`src/rtl/led_breathe_multi.sv`:
```
// led_breathe_multi: multi-channel breathing-LED PWM from shared counters.
// Define LED_BREATHE_STAGGER_EN to build per-channel phase offsets (mode 11).
module led_breathe_multi #(
    parameter int LED_WIDTH = 8,
    parameter int TICK_DIV  = 50,
    parameter int PWM_STEPS = 1000
) (
    input  logic                 clk,
    input  logic                 rst,
    input  logic                 en,
    input  logic [1:0]           mode,
    output logic [LED_WIDTH-1:0] led_data,
    output logic                 cycle_done
);

    localparam int PWM_W = $clog2(PWM_STEPS);
    localparam int TW    = (TICK_DIV > 1) ? $clog2(TICK_DIV) : 1;

    localparam logic [TW-1:0]    TICK_MAX = TW'(TICK_DIV - 1);
    localparam logic [PWM_W-1:0] STEP_MAX = PWM_W'(PWM_STEPS - 1);

    typedef enum logic [1:0] {
        MODE_OFF     = 2'b00,
        MODE_ON      = 2'b01,
        MODE_BREATHE = 2'b10,
        MODE_STAGGER = 2'b11
    } mode_e;

    logic [TW-1:0]        tick_cnt;
    logic [PWM_W-1:0]     pwm_cnt;
    logic [PWM_W-1:0]     level;
    logic                 dir;
    mode_e                mode_q;

    logic                 tick;
    logic                 period_end;
    logic                 ramp_end;
    logic [LED_WIDTH-1:0] chan_on;
    logic [LED_WIDTH-1:0] led_next;

    assign tick       = en && (tick_cnt == TICK_MAX);
    assign period_end = tick && (pwm_cnt == STEP_MAX);
    assign ramp_end   = period_end && (level == STEP_MAX);

    always_ff @(posedge clk) begin
        if (rst) begin
            tick_cnt <= '0;
            pwm_cnt  <= '0;
            level    <= '0;
            dir      <= 1'b0;
            mode_q   <= MODE_OFF;
        end else if (en) begin
            tick_cnt <= tick ? '0 : tick_cnt + 1'b1;
            if (tick) begin
                pwm_cnt <= (pwm_cnt == STEP_MAX) ? '0 : pwm_cnt + 1'b1;
            end
            // Mode only changes on a period boundary so no PWM period is cut short.
            if (period_end) begin
                mode_q <= mode_e'(mode);
                if (level == STEP_MAX) begin
                    level <= '0;
                    dir   <= ~dir;
                end else begin
                    level <= level + 1'b1;
                end
            end
        end
    end

    for (genvar i = 0; i < LED_WIDTH; i++) begin : g_ch
        logic [PWM_W-1:0] lvl_i;
        logic             dir_i;
`ifdef LED_BREATHE_STAGGER_EN
        localparam int             STAGGER = PWM_STEPS / LED_WIDTH;
        localparam logic [PWM_W:0] OFS     = (PWM_W + 1)'(i * STAGGER);
        localparam logic [PWM_W:0] STEPS_X = (PWM_W + 1)'(PWM_STEPS);

        logic [PWM_W:0] s;

        assign s = {1'b0, level} + OFS;

        // Overflowing the ramp lands the channel on the opposite slope.
        always_comb begin
            lvl_i = level;
            dir_i = dir;
            if (mode_q == MODE_STAGGER) begin
                if (s >= STEPS_X) begin
                    lvl_i = PWM_W'(s - STEPS_X);
                    dir_i = ~dir;
                end else begin
                    lvl_i = s[PWM_W-1:0];
                end
            end
        end
`else
        assign lvl_i = level;
        assign dir_i = dir;
`endif
        assign chan_on[i] = dir_i ? (pwm_cnt >= lvl_i) : (pwm_cnt < lvl_i);
    end

    always_comb begin
        led_next = '0;
        unique case (mode_q)
            MODE_OFF:     led_next = '0;
            MODE_ON:      led_next = '1;
            MODE_BREATHE: led_next = chan_on;
            MODE_STAGGER: led_next = chan_on;
        endcase
    end

    always_ff @(posedge clk) begin
        if (rst) begin
            led_data   <= '0;
            cycle_done <= 1'b0;
        end else begin
            led_data   <= en ? led_next : '0;
            cycle_done <= ramp_end && dir;
        end
    end

endmodule

```
`config.mk`:
```
export PLATFORM = sky130hd
export DESIGN_NAME = led_breathe_multi
export DESIGN_NICKNAME = d
export VERILOG_FILES = /design/src/rtl/led_breathe_multi.sv
export SDC_FILE = /design/constraint.sdc
export NUM_CORES = 1
export LEC_CHECK = 0
export ABC_AREA = 1
export CELL_PAD_IN_SITES_DETAIL_PLACEMENT = 0
export CELL_PAD_IN_SITES_GLOBAL_PLACEMENT = 2
export CORE_MARGIN = 8
export CORE_UTILIZATION = 33
export CTS_BUF_LIST = sky130_fd_sc_hd__clkbuf_8 sky130_fd_sc_hd__clkbuf_16
export DETAILED_ROUTE_END_ITERATION = 12
export GPL_TIMING_DRIVEN = 1
export PLACE_DENSITY = 0.78
export SYNTH_ARGS = -nofsm -noshare
export SYNTH_HDL_FRONTEND = slang
export SYNTH_SLANG_ARGS = --single-unit
```
`constraint.sdc`:
```
create_clock -name clk -period 1.7 [get_ports clk]
set_input_delay 0.34 -clock clk [delete_from_list [all_inputs] [get_ports clk]]
set_output_delay 0.34 -clock clk [all_outputs]
set_load 0.005 [all_outputs]
```
; Yosys cells after proc, flatten, opt, wreduce, memory -nomap -nowiden
; Index checks and enable logic that the tools add are counted.
[word_totals]
ff_bits = 38
latch_bits = 0
ramBits = 0
romBits = 0
inputBits = 5
output_inout_bits = 9
wordCells = 35
n_memories = 0
[op_classes]
addsub = 3
mul = 0
div = 0
n_lt_le_gt_ge = 2
n_eq_ne = 6
shifts = 0
muxes = 5
bitwise = 2
reduce_logical = 10
[op_table]
columns = cell, count
row1 = one-hot mux 8 bit (3 select lines), 1
row2 = adder 10 x 1 -> 10 bit (second input constant), 2
row3 = == test 10 bit (second input constant), 2
row4 = 2-to-1 mux 10 bit, 2
row5 = greater-or-equal comparator 10 bit, 1
row6 = < comparator 10 bit, 1
row7 = adder 6 x 1 -> 6 bit (second input constant), 1
row8 = == test 6 bit (second input constant), 1
row9 = 2-to-1 mux 6 bit, 1
row10 = == test 2 bit (second input constant), 2
row11 = logical AND 1 bit, 4
row12 = AND reduction 2 bit, 2
row13 = OR reduction 2 bit, 2
row14 = AND reduction 3 bit, 1
row15 = == test 2 x 1 -> 1 bit (second input constant), 1
row16 = zero test 2 bit, 1
row17 = inverter 1 bit, 2
row18 = 2-to-1 mux 1 bit, 1

; Logic depth before layout (Yosys ltp)
; Gate-level depths: netlist of the first run.
[logic_depth]
depth_word = 5
mapped_depth = 12
depth_no_buf = 12

; Worst setup path before layout of the first run
; No wires, ideal clock.
[synth_timing]
path_kind = register to register
start = register level[9] (netlist: g_ch[0].lvl_i[9])
end = register led_data[6]
arrival_time_ps = 1380
t_required_ps = 1630
slack_ps = 251
path_stages_with_launch = 11
path_buffers = 0
path_cell_list = dfxtp_1 -> inv_1 -> ha_1 -> nand2_1 -> nor2_1 -> nand2_1 -> o21ai_0 -> inv_1 -> nand2_1 -> nand3_1 -> a21oi_1
[synth_via]
elab_chain_cells = 3
elab_cells_between_ends = 4
[synth_rtl]
columns = element, line
row1 = start: declaration, 31  ; logic [PWM_W-1:0] level;
row2 = start signal: assignment, 64  ; level <= level + 1'b1;
row3 = < comparator 10 bit or greater-or-equal comparator 10 bit (tied branches), 99  ; assign chan_on[i] = dir_i ? (pwm_cnt >= lvl_i) : (pwm_cnt < lvl_i);
row4 = 2-to-1 mux 1 bit *, 99
row5 = one-hot mux 8 bit (3 select lines) *, 104  ; unique case (mode_q)
row6 = end signal: assignment, 117  ; led_data <= en ? led_next : '0;
row7 = end: declaration, 12  ; output logic [LED_WIDTH-1:0] led_data,
; Every way passes the cells marked *; elsewhere a longest branch is shown, timed or not.
; A chain may end at the register's enable or synchronous reset.

==> results of run 1 <==
==> layout make-up <==
cell class | count | share of cell area, %
multi-input combinational | 202 | 46.27
sequential | 31 | 24.22
clock inverter | 1 | 0.1453
timing repair buffer | 45 | 14.83
clock buffer | 7 | 3.731
tap | 75 | 3.634
inverter | 48 | 7.171
==> routing by layer <==
layer	up-vias	global-route usage (%)	part of all wire, %	routed length, um
met5	-	0	0	0
met4	0	3.641	1.4	71
met3	7	2.937	3.3	164
met2	30	19.52	45	2220
met1	793	15.42	50	2470
li1	1011	-	-	-
==> through the flow <==
stage | setup TNS [ns] | setup WS, ns | total power [uW]
finish | 0 | 0.08467 | 1441
global route | 0 | 0.0003393 | 1511
CTS | 0 | 0.01129 | 1466
detailed placement | -1.466 | -0.1092 | 815.5
global placement | -0.9672 | -0.08654 | 814.4
floorplan | 0 | 0.2506 | 782.3
==> where the power goes <==
part	leakage [uW]	switching, uW	internal, uW
Clock	0.0000557	280	363
Combinational	0.000863	33.7	30.1
Sequential	0.000252	3.62	730
Total	0.00117	317	1120
==> logic make-up after synthesis <==
family / after synthesis / share of synthesized area [%]
flops: 31 / 30.24
compound gates: 35 / 8.903
simple gates: 149 / 38.29
buf+inv: 57 / 12.32
xor+xnor: 4 / 1.707
fa+ha+maj: 14 / 8.537
==> sequential cells by signal (all words and copies together), names as in the netlist <==
signal / flops
g_ch.lvl_i: 10
pwm_cnt: 10
tick_cnt: 6
mode_q: 2
cycle_done: 1
dir: 1
led_data: 1
==> cells in the final DEF, fill, tap and decap left out, types with 4 or more instances in the layout <==
cell             netlist  layout
nand4_1                9       9
nand2_2                5       5
dfxtp_1               31      27
nand3_1               15      15
inv_2                  8       8
nor3_2                 4       4
inv_1                 38      39
dfxtp_2                0       4
nor2_1                26      24
ha_1                  14      13
nand2_1               63      63
clkbuf_8               0       7
buf_4                  7      31
xor2_1                 4       4
o21ai_1                9       9
a21oi_1               20      19
nor2_4                 3       4
clkdlybuf4s50_1        0      13
nor3_1                10      10
==> worst paths after layout <==
kind / endpoint / cells after the start / from
hold reg to reg: pwm_cnt[0] / 2 / pwm_cnt[0]
setup reg to reg: led_data[6] / 10 / g_ch[0].lvl_i[9]
setup / recovery: led_data[2] / 1 / led_data[6]
hold / removal: pwm_cnt[0] / 2 / pwm_cnt[0]
==> repair_timing <==
item,in CTS,in global routing
hold buffers,0,0
resized for setup,0,9
setup buffers,0,1
endpoints found under the setup margin,0,14
==> impl_metrics.csv, run 1 <==
group,metric,value,unit
logic_synthesis,syn-num-nets,309,
clocking,htree_levels,2,
detailed_routing,num_vias,1841,
clocking,cts_buffer_depth,2,
global_route,grt.total_usage,12.07,%
sta,slew_viol_final,0,
cells_and_area,final_cells,409,
sta,hold-worst-slack,0.4660,ns
logic_synthesis,ys.flop_type,"dfxtp_1",
setup_path,path_cells,"clkdlybuf4s50_1",
job,max_cap_viol_count,0,
global_route,first_global_vias,1805,
setup_path,critPathLaunchType,"register",
sta,grt_setup_unrepaired,"false",
detailed_routing,drc,0,
logic_synthesis,synth_common_cells,"63 x nand2_1, 38 x inv_1, 31 x dfxtp_1",
logic_synthesis,synth_top_area_share,30.24,%
clocking,clkLatencyLatePin,0.28,ns
detailed_routing,drt_iter0_drc,116,
detailed_routing,routed_wl,4926,um
logic_synthesis,yosysMostFrequentCell,"nand2_1",
setup_path,path_delay_family,"buffers and inverters",
logic_synthesis,syn_area,2052,um^2
clocking,cts_tree,"yes",
floorplanning,pin_count,14,
setup_path,cp.arrival,1.28,ns
logic_synthesis,yosysTopAreaCell,"dfxtp_1",
cells_and_area,final_area,2582,um^2
setup_path,cp-end-kind,"output port",
logic_synthesis,synthArstFlopShare,0,%
global_route,grt_max_degree,10,
global_route,grt.overflow.total,0,
setup_path,critPathMaxFanout,8,
sta,min_period_over_period,95.02,%
floorplanning,initial_core_util,34.45,%
cells_and_area,multi_input_area,1195,um^2
place,globalplace.congestion,0.7642,
cells_and_area,nets,352,
clocking,clk_pin_slew,0.07,ns
logic_synthesis,synth_enable_flop_cells,0,
run_status,status,"completed",
cells_and_area,area.growth.synth_to_final,25.85,%
setup_path,crit_path_max_incr_delay,0.55,ns
pwr,p_leak,0.001171,uW
clocking,cts_root_buf,"clkbuf_8",
floorplanning,die_area,8997,um^2
global_route,antenna_found_initial,0,
cells_and_area,fin_util,43.36,%
sta,worst_pin_slew,0.3534,ns
logic_synthesis,synth-seq-cells,31,
setup_path,slowest_stage,"clkdlybuf4s50_1",
sta,period_needed,1.615,ns
cells_and_area,fillers,616,
sta,setup_viol,0,
cells_and_area,layout-drive-gt1-share,23.35,%
place,dp.cells,400,
sta,fmax,619.1,MHz
logic_synthesis,synth-seq-area-share,30.24,%
setup_path,crit_type,"reg2out",
min_path,hold_path.class,"reg2reg",
sta,finalHoldViolCount,0,
detailed_routing,routedWlPerCell,12.04,um
detailed_routing,via_per_inst,4.501,
floorplanning,die_width,94.86,um
logic_synthesis,yosysWarnings,0,
floorplanning,rows,28,
logic_synthesis,syn_inst,290,
detailed_routing,final_antenna_net_count,0,
floorplanning,die_y,94.86,um
pwr,irDropWorstVdd,333.3,uV
logic_synthesis,synthTopCellsByArea,"dfxtp_1 30%, nand2_1 12%, ha_1 8.5%",
cells_and_area,diodes,0,
setup_path,rrSetupSlack,0.10,ns
clocking,cts_sinks,31,
floorplanning,core_area,5956,um^2
place,placed_area,2454,um^2
global_route,grt_pass1_wl,8528,um
clocking,cts_buffers,5,
sta,finalClockSkew,0.007429,ns
place,hpwl,4029,um
sta,maxSlewHeadroom,76.42,%
place,io_buffers,13,
setup_path,crit_buf_inv,1,
detailed_routing,first_pass_iters,4,
logic_synthesis,yosysUniqueCellTypes,33,
logic_synthesis,syn_avg_cell_area,7.076,um^2
setup_path,cp.required,1.36,ns
pwr,power_density,558.1,nW/um^2
cells_and_area,final-seq-area,625.6,um^2
Power figures use the tool's default switching activity.
==> run 2, diff against run 1 <==
--- a/config.mk
+++ b/config.mk
@@ -9,11 +9,11 @@
 export CELL_PAD_IN_SITES_DETAIL_PLACEMENT = 0
 export CELL_PAD_IN_SITES_GLOBAL_PLACEMENT = 2
 export CORE_MARGIN = 8
-export CORE_UTILIZATION = 33
+export CORE_UTILIZATION = 30
 export CTS_BUF_LIST = sky130_fd_sc_hd__clkbuf_8 sky130_fd_sc_hd__clkbuf_16
 export DETAILED_ROUTE_END_ITERATION = 12
 export GPL_TIMING_DRIVEN = 1
-export PLACE_DENSITY = 0.78
+export PLACE_DENSITY = 0.75
 export SYNTH_ARGS = -nofsm -noshare
 export SYNTH_HDL_FRONTEND = slang
 export SYNTH_SLANG_ARGS = --single-unit
==> constraint.sdc (replaced) <==
create_clock -name clk -period 1.3 [get_ports clk]
set_input_delay 0.26 -clock clk [delete_from_list [all_inputs] [get_ports clk]]
set_output_delay 0.26 -clock clk [all_outputs]
set_load 0.005 [all_outputs]
==> run 2 against run 1 <==
Effect of this change: the flow now finishes with violations (negative setup slack); highest routed layer unchanged; via count rose by 13%; clock power rose by 55%; utilization rose by 5.7 points; non-clock buffer count rose by 41; critical endpoint is now pwm_cnt[9]; sequential cell count did not move; largest cell class unchanged.
==> impl_metrics.csv, run 2 (synthesized netlist as in run 1, its figures left out) <==
group,metric,value,unit
clocking,clkLatencyLatePin,0.29,ns
run_status,status,"finished, violations left",
sta,hold-worst-slack,0.4517,ns
floorplanning,initial_core_util,30.54,%
sta,finalClockSkew,0.005556,ns
pwr,power_density,635.7,nW/um^2
detailed_routing,first_pass_iters,4,
cells_and_area,layout-drive-gt1-share,50.67,%
detailed_routing,final_antenna_net_count,0,
cells_and_area,fillers,643,
global_route,antenna_found_initial,0,
global_route,grt_max_degree,11,
sta,min_period_over_period,111.5,%
cells_and_area,area.growth.synth_to_final,60.73,%
run_status,violations,"negative setup slack",
clocking,clk_pin_slew,0.07,ns
setup_path,path_cells,"ha_4 > nand2_2 > nand3b_1 > nor2_4 > nand2_4 > nand2_8 > o21bai_1 > nor2_1",
pwr,irDropWorstVdd,455.0,uV
place,globalplace.congestion,0.8113,
pwr,p_leak,0.001512,uW
setup_path,cp.arrival,1.63,ns
cells_and_area,nets,393,
setup_path,critPathMaxFanout,5,
min_path,hold_path.class,"reg2reg",
sta,maxSlewHeadroom,82.99,%
job,max_cap_viol_count,0,
clocking,cts_buffer_depth,2,
setup_path,timing.rr.start,"pwm_cnt[1]",
setup_path,cp-end-kind,"register",
cells_and_area,multi_input_area,1478,um^2
sta,slew_viol_final,0,
floorplanning,die_area,9743,um^2
setup_path,critPathLaunchType,"register",
sta,setup_ws,-0.1491,ns
sta,grt_setup_unrepaired,"true",
clocking,cts_root_buf,"clkbuf_8",
place,hpwl,4329,um
clocking,postCtsHoldBufs,0,
setup_path,slowest_stage,"dfxtp_4",
clocking,cts_buffers,5,
clocking,cts_sinks,31,
floorplanning,core_area,6719,um^2
setup_path,cp.required,1.48,ns
detailed_routing,routed_wl,5717,um
sta,finalHoldViolCount,0,
setup_path,crit_path_max_incr_delay,0.36,ns
setup_path,critPathLaunch,"pwm_cnt[1]",
cells_and_area,diodes,0,
detailed_routing,routedWlPerCell,12.56,um
detailed_routing,num_vias,2074,
sta,setup_viol,24,
sta,fin_tns_setup,-2.253,ns
cells_and_area,layout_commonest_cell,"buf_4",
cells_and_area,final-seq-area,661.9,um^2
sta,worst_pin_slew,0.2531,ns
global_route,grt_pass1_wl,9625,um
cells_and_area,final_cell_mix,"58 x buf_4, 54 x nand2_1, 28 x inv_1",
global_route,first_global_vias,2025,
place,io_buffers,13,
floorplanning,die_width,98.71,um
global_route,grt.overflow.total,0,
floorplanning,rows,30,
setup_path,crit_type,"reg2reg",
detailed_routing,drc,0,
global_route,grt.total_usage,12.46,%
clocking,cts_tree,"yes",
cells_and_area,fin_util,49.09,%
min_path,min_from,"mode_q[0]",
detailed_routing,via_per_inst,4.558,
clocking,htree_levels,2,
floorplanning,die_y,98.71,um
sta,period_needed,1.449,ns
floorplanning,pin_count,14,
detailed_routing,drt_iter0_drc,50,
sta,fmax,690.1,MHz
## run 2: per-layer routing
metal / vias up / wire length [um] / GRT usage, % / part of all wire, %
met4: 0 / 60 / 3.896 / 1.0
met3: 7 / 114 / 2.537 / 2.0
li1: 1102 / - / - / -
met2: 13 / 2836 / 21.25 / 50
met5: - / 0 / 0 / 0
met1: 952 / 2705 / 15.27 / 47
## run 2: worst max-delay path: cells and delay by family (launching register included)
family / cells / cell delay (ns)
AOI/OAI and AO/OA: 1 / 0.11
adders and majority gates: 1 / 0.15
DFF: 1 / 0.36
and+or+nand+nor: 6 / 0.71
## run 2: cell type report
class / instances / share of cell area [%]
multi-input combinational: 202 / 44.80
sequential: 31 / 20.07
tap: 80 / 3.035
inverter: 48 / 5.994
clock inverter: 2 / 1.062
clock buffer: 6 / 2.504
timing repair buffer: 86 / 22.53
## run 2: timing repair
action | 4_1_cts | 5_1_grt
pin swaps | 22 | 16
resized for setup | 71 | 34
buffers inserted | 7 | 3
endpoints found under the setup margin | 35 | 29
## run 2: final timing paths
| kind | end | slack, ns | cells after the start |
|---|---|---|---|
| max | pwm_cnt[9] | -0.15 | 8 |
| min | led_data[6] | 0.45 | 2 |
| max reg2reg | pwm_cnt[9] | -0.15 | 8 |
| min reg2reg | led_data[6] | 0.45 | 2 |
## run 2: stage by stage
step | instance area [um^2] | setup WS [ns] | power, uW | cells
6_report | 3298 | -0.1491 | 2097 | 455
5_1_grt | 3298 | -0.2659 | 2202 | 455
4_1_cts | 3176 | -0.1811 | 2116 | 453
3_5_place_dp | 2783 | -0.5126 | 1093 | 438
3_3_place_gp | 2783 | -0.4792 | 1092 | 438
2_1_floorplan | 2115 | -0.02631 | 1033 | 290
## run 2: power breakdown
part           internal (uW)  switching, uW  leakage [uW]  total (uW)
Clock                    620            384     0.0000612        1000
Sequential               945           4.73      0.000263         950
Combinational           71.5           70.7       0.00119         142
==> run 3, diff against run 2 <==
--- a/config.mk
+++ b/config.mk
@@ -8,6 +8,7 @@
 export ABC_AREA = 1
 export CELL_PAD_IN_SITES_DETAIL_PLACEMENT = 0
 export CELL_PAD_IN_SITES_GLOBAL_PLACEMENT = 2
+export CORE_ASPECT_RATIO = 1.1
 export CORE_MARGIN = 8
 export CORE_UTILIZATION = 30
 export CTS_BUF_LIST = sky130_fd_sc_hd__clkbuf_8 sky130_fd_sc_hd__clkbuf_16
==> run 3 against run 2 <==
Effect of this change: the flow still finishes with violations (negative setup slack); count of clock-buffer cells in the layout stayed put; clock power hardly changed; critical path type unchanged; sequential share of layout area is 0.35 points higher; utilization is 0.46 points higher; non-clock buffer count is 6 lower; sequential cell count stayed put; critical endpoint is now led_data[6]; largest cell class unchanged; largest power group unchanged.
==> impl_metrics.csv, run 3 (synthesized netlist as in run 1, its figures left out) <==
group,metric,value,unit
run_status,status,"finished, violations left",
run_status,violations,"negative setup slack",
cells_and_area,final-seq-area,666.9,um^2
detailed_routing,first_pass_iters,4,
global_route,grt_pass1_wl,9301,um
min_path,min_from,"en",
clocking,clk_pin_slew,0.07,ns
clocking,htree_levels,2,
min_path,hold_path_depth,3,
sta,finalHoldViolCount,0,
cells_and_area,layout_commonest_cell,"buf_4",
cells_and_area,layout-drive-gt1-share,52.57,%
sta,setup_ws,-0.1753,ns
place,hpwl,4496,um
detailed_routing,drc,0,
clocking,postCtsHoldBufs,0,
pwr,p_total,2081,uW
cells_and_area,fillers,682,
sta,slew_viol_final,0,
sta,fmax,677.8,MHz
clocking,cts_sinks,31,
global_route,antenna_found_initial,0,
global_route,grt_max_degree,11,
setup_path,critPathMaxFanout,5,
setup_path,crit_type,"reg2reg",
cells_and_area,nets,387,
detailed_routing,via_per_inst,4.503,
setup_path,critPathLaunchType,"register",
sta,maxSlewHeadroom,76.30,%
place,globalplace.congestion,0.7725,
clocking,cts_tree,"yes",
detailed_routing,drt_iter0_drc,47,
setup_path,critPathLaunch,"pwm_cnt[4]",
setup_path,cp.arrival,1.69,ns
floorplanning,initial_core_util,31.12,%
detailed_routing,routedWlPerCell,12.62,um
pwr,power_density,636.9,nW/um^2
sta,worst_pin_slew,0.3536,ns
job,max_cap_viol_count,0,
pwr,p_leak,0.001529,uW
detailed_routing,num_vias,2031,
sta,fin_tns_setup,-2.361,ns
clocking,cts_buffers,5,
floorplanning,pin_count,14,
global_route,grt.overflow.total,0,
cells_and_area,final_cell_mix,"56 x buf_4, 48 x nand2_1, 27 x inv_1",
setup_path,rr_worst_depth,10,
floorplanning,die_area,9745,um^2
global_route,grt.total_usage,12.24,%
place,dpl_worst_slack,-0.4646,ns
cells_and_area,multi_input_area,1505,um^2
setup_path,cp-end-kind,"register",
floorplanning,die_y,102.7,um
setup_path,cp.required,1.51,ns
floorplanning,rows,31,
global_route,first_global_vias,1999,
floorplanning,die_width,94.86,um
clocking,clkLatencyLatePin,0.29,ns
sta,setup_viol,23,
min_path,hold_path.class,"in2reg",
detailed_routing,routed_wl,5692,um
floorplanning,core_area,6594,um^2
sta,finalClockSkew,0.005940,ns
sta,grt_setup_unrepaired,"true",
setup_path,timing.rr.start,"pwm_cnt[4]",
cells_and_area,diodes,0,
sta,min_period_over_period,113.5,%
sta,period_needed,1.475,ns
place,io_buffers,13,
pwr,irDropWorstVdd,482.7,uV
cells_and_area,area.growth.synth_to_final,59.21,%
detailed_routing,final_antenna_net_count,0,
clocking,cts_buffer_depth,2,
sta,hold-worst-slack,0.4611,ns
clocking,cts_root_buf,"clkbuf_8",
==> run 3: worst paths after layout <==
kind / slack, ns / to
max: -0.18 / led_data[6]
min: 0.46 / tick_cnt[1]
max reg2reg: -0.18 / led_data[6]
min reg2reg: 0.46 / led_data[6]
==> run 3: worst max-delay path, cell delays in order, from the launching register on <==
cell     delay, ns
dfxtp_4       0.37
ha_1          0.30
nand2_2       0.10
inv_1         0.05
nand2_2       0.07
nand2_1       0.05
nand2_1       0.07
nand3_2       0.08
nand2_1       0.09
nand3_2       0.08
a21oi_2       0.13
==> run 3: through the flow <==
stage                     util, %  cells  instance area, um^2
after floorplan                 -    290                 2115
after global placement      41.78    436                 2755
after detailed placement    41.78    436                 2755
after CTS                   46.30    446                 3053
after global routing        49.54    451                 3267
final                       49.54    451                 3267
==> run 3: where the power goes <==
group | switching, uW | internal (uW) | total (uW)
sequential | 5.50 | 942 | 948
clock | 380 | 620 | 1000
combinational | 66.7 | 65.6 | 132
total | 453 | 1630 | 2080
==> run 3: timing repair <==
action / CTS / global route
cloned: 0 / 0
setup buffers: 2 / 5
pin swaps: 16 / 30
endpoints found under the hold margin: 0 / 0
resized for setup: 60 / 50
endpoints found under the setup margin: 36 / 28
==> run 3: final cells by class <==
class,count,share of cell area (%)
clock buffers,6,2.528
multi-input cells,202,46.07
well taps,82,3.141
repair buffers,80,20.80
flip-flops and latches,31,20.41
clock inverters,2,1.072
inverters,48,5.975
==> run 3: per-layer routing <==
metal	global-route usage, %	up-vias	wire (um)
met5	0	-	0
met4	4.327	0	78
met3	2.403	7	82
met2	21.63	6	2963
met1	14.29	935	2568
li1	-	1083	-
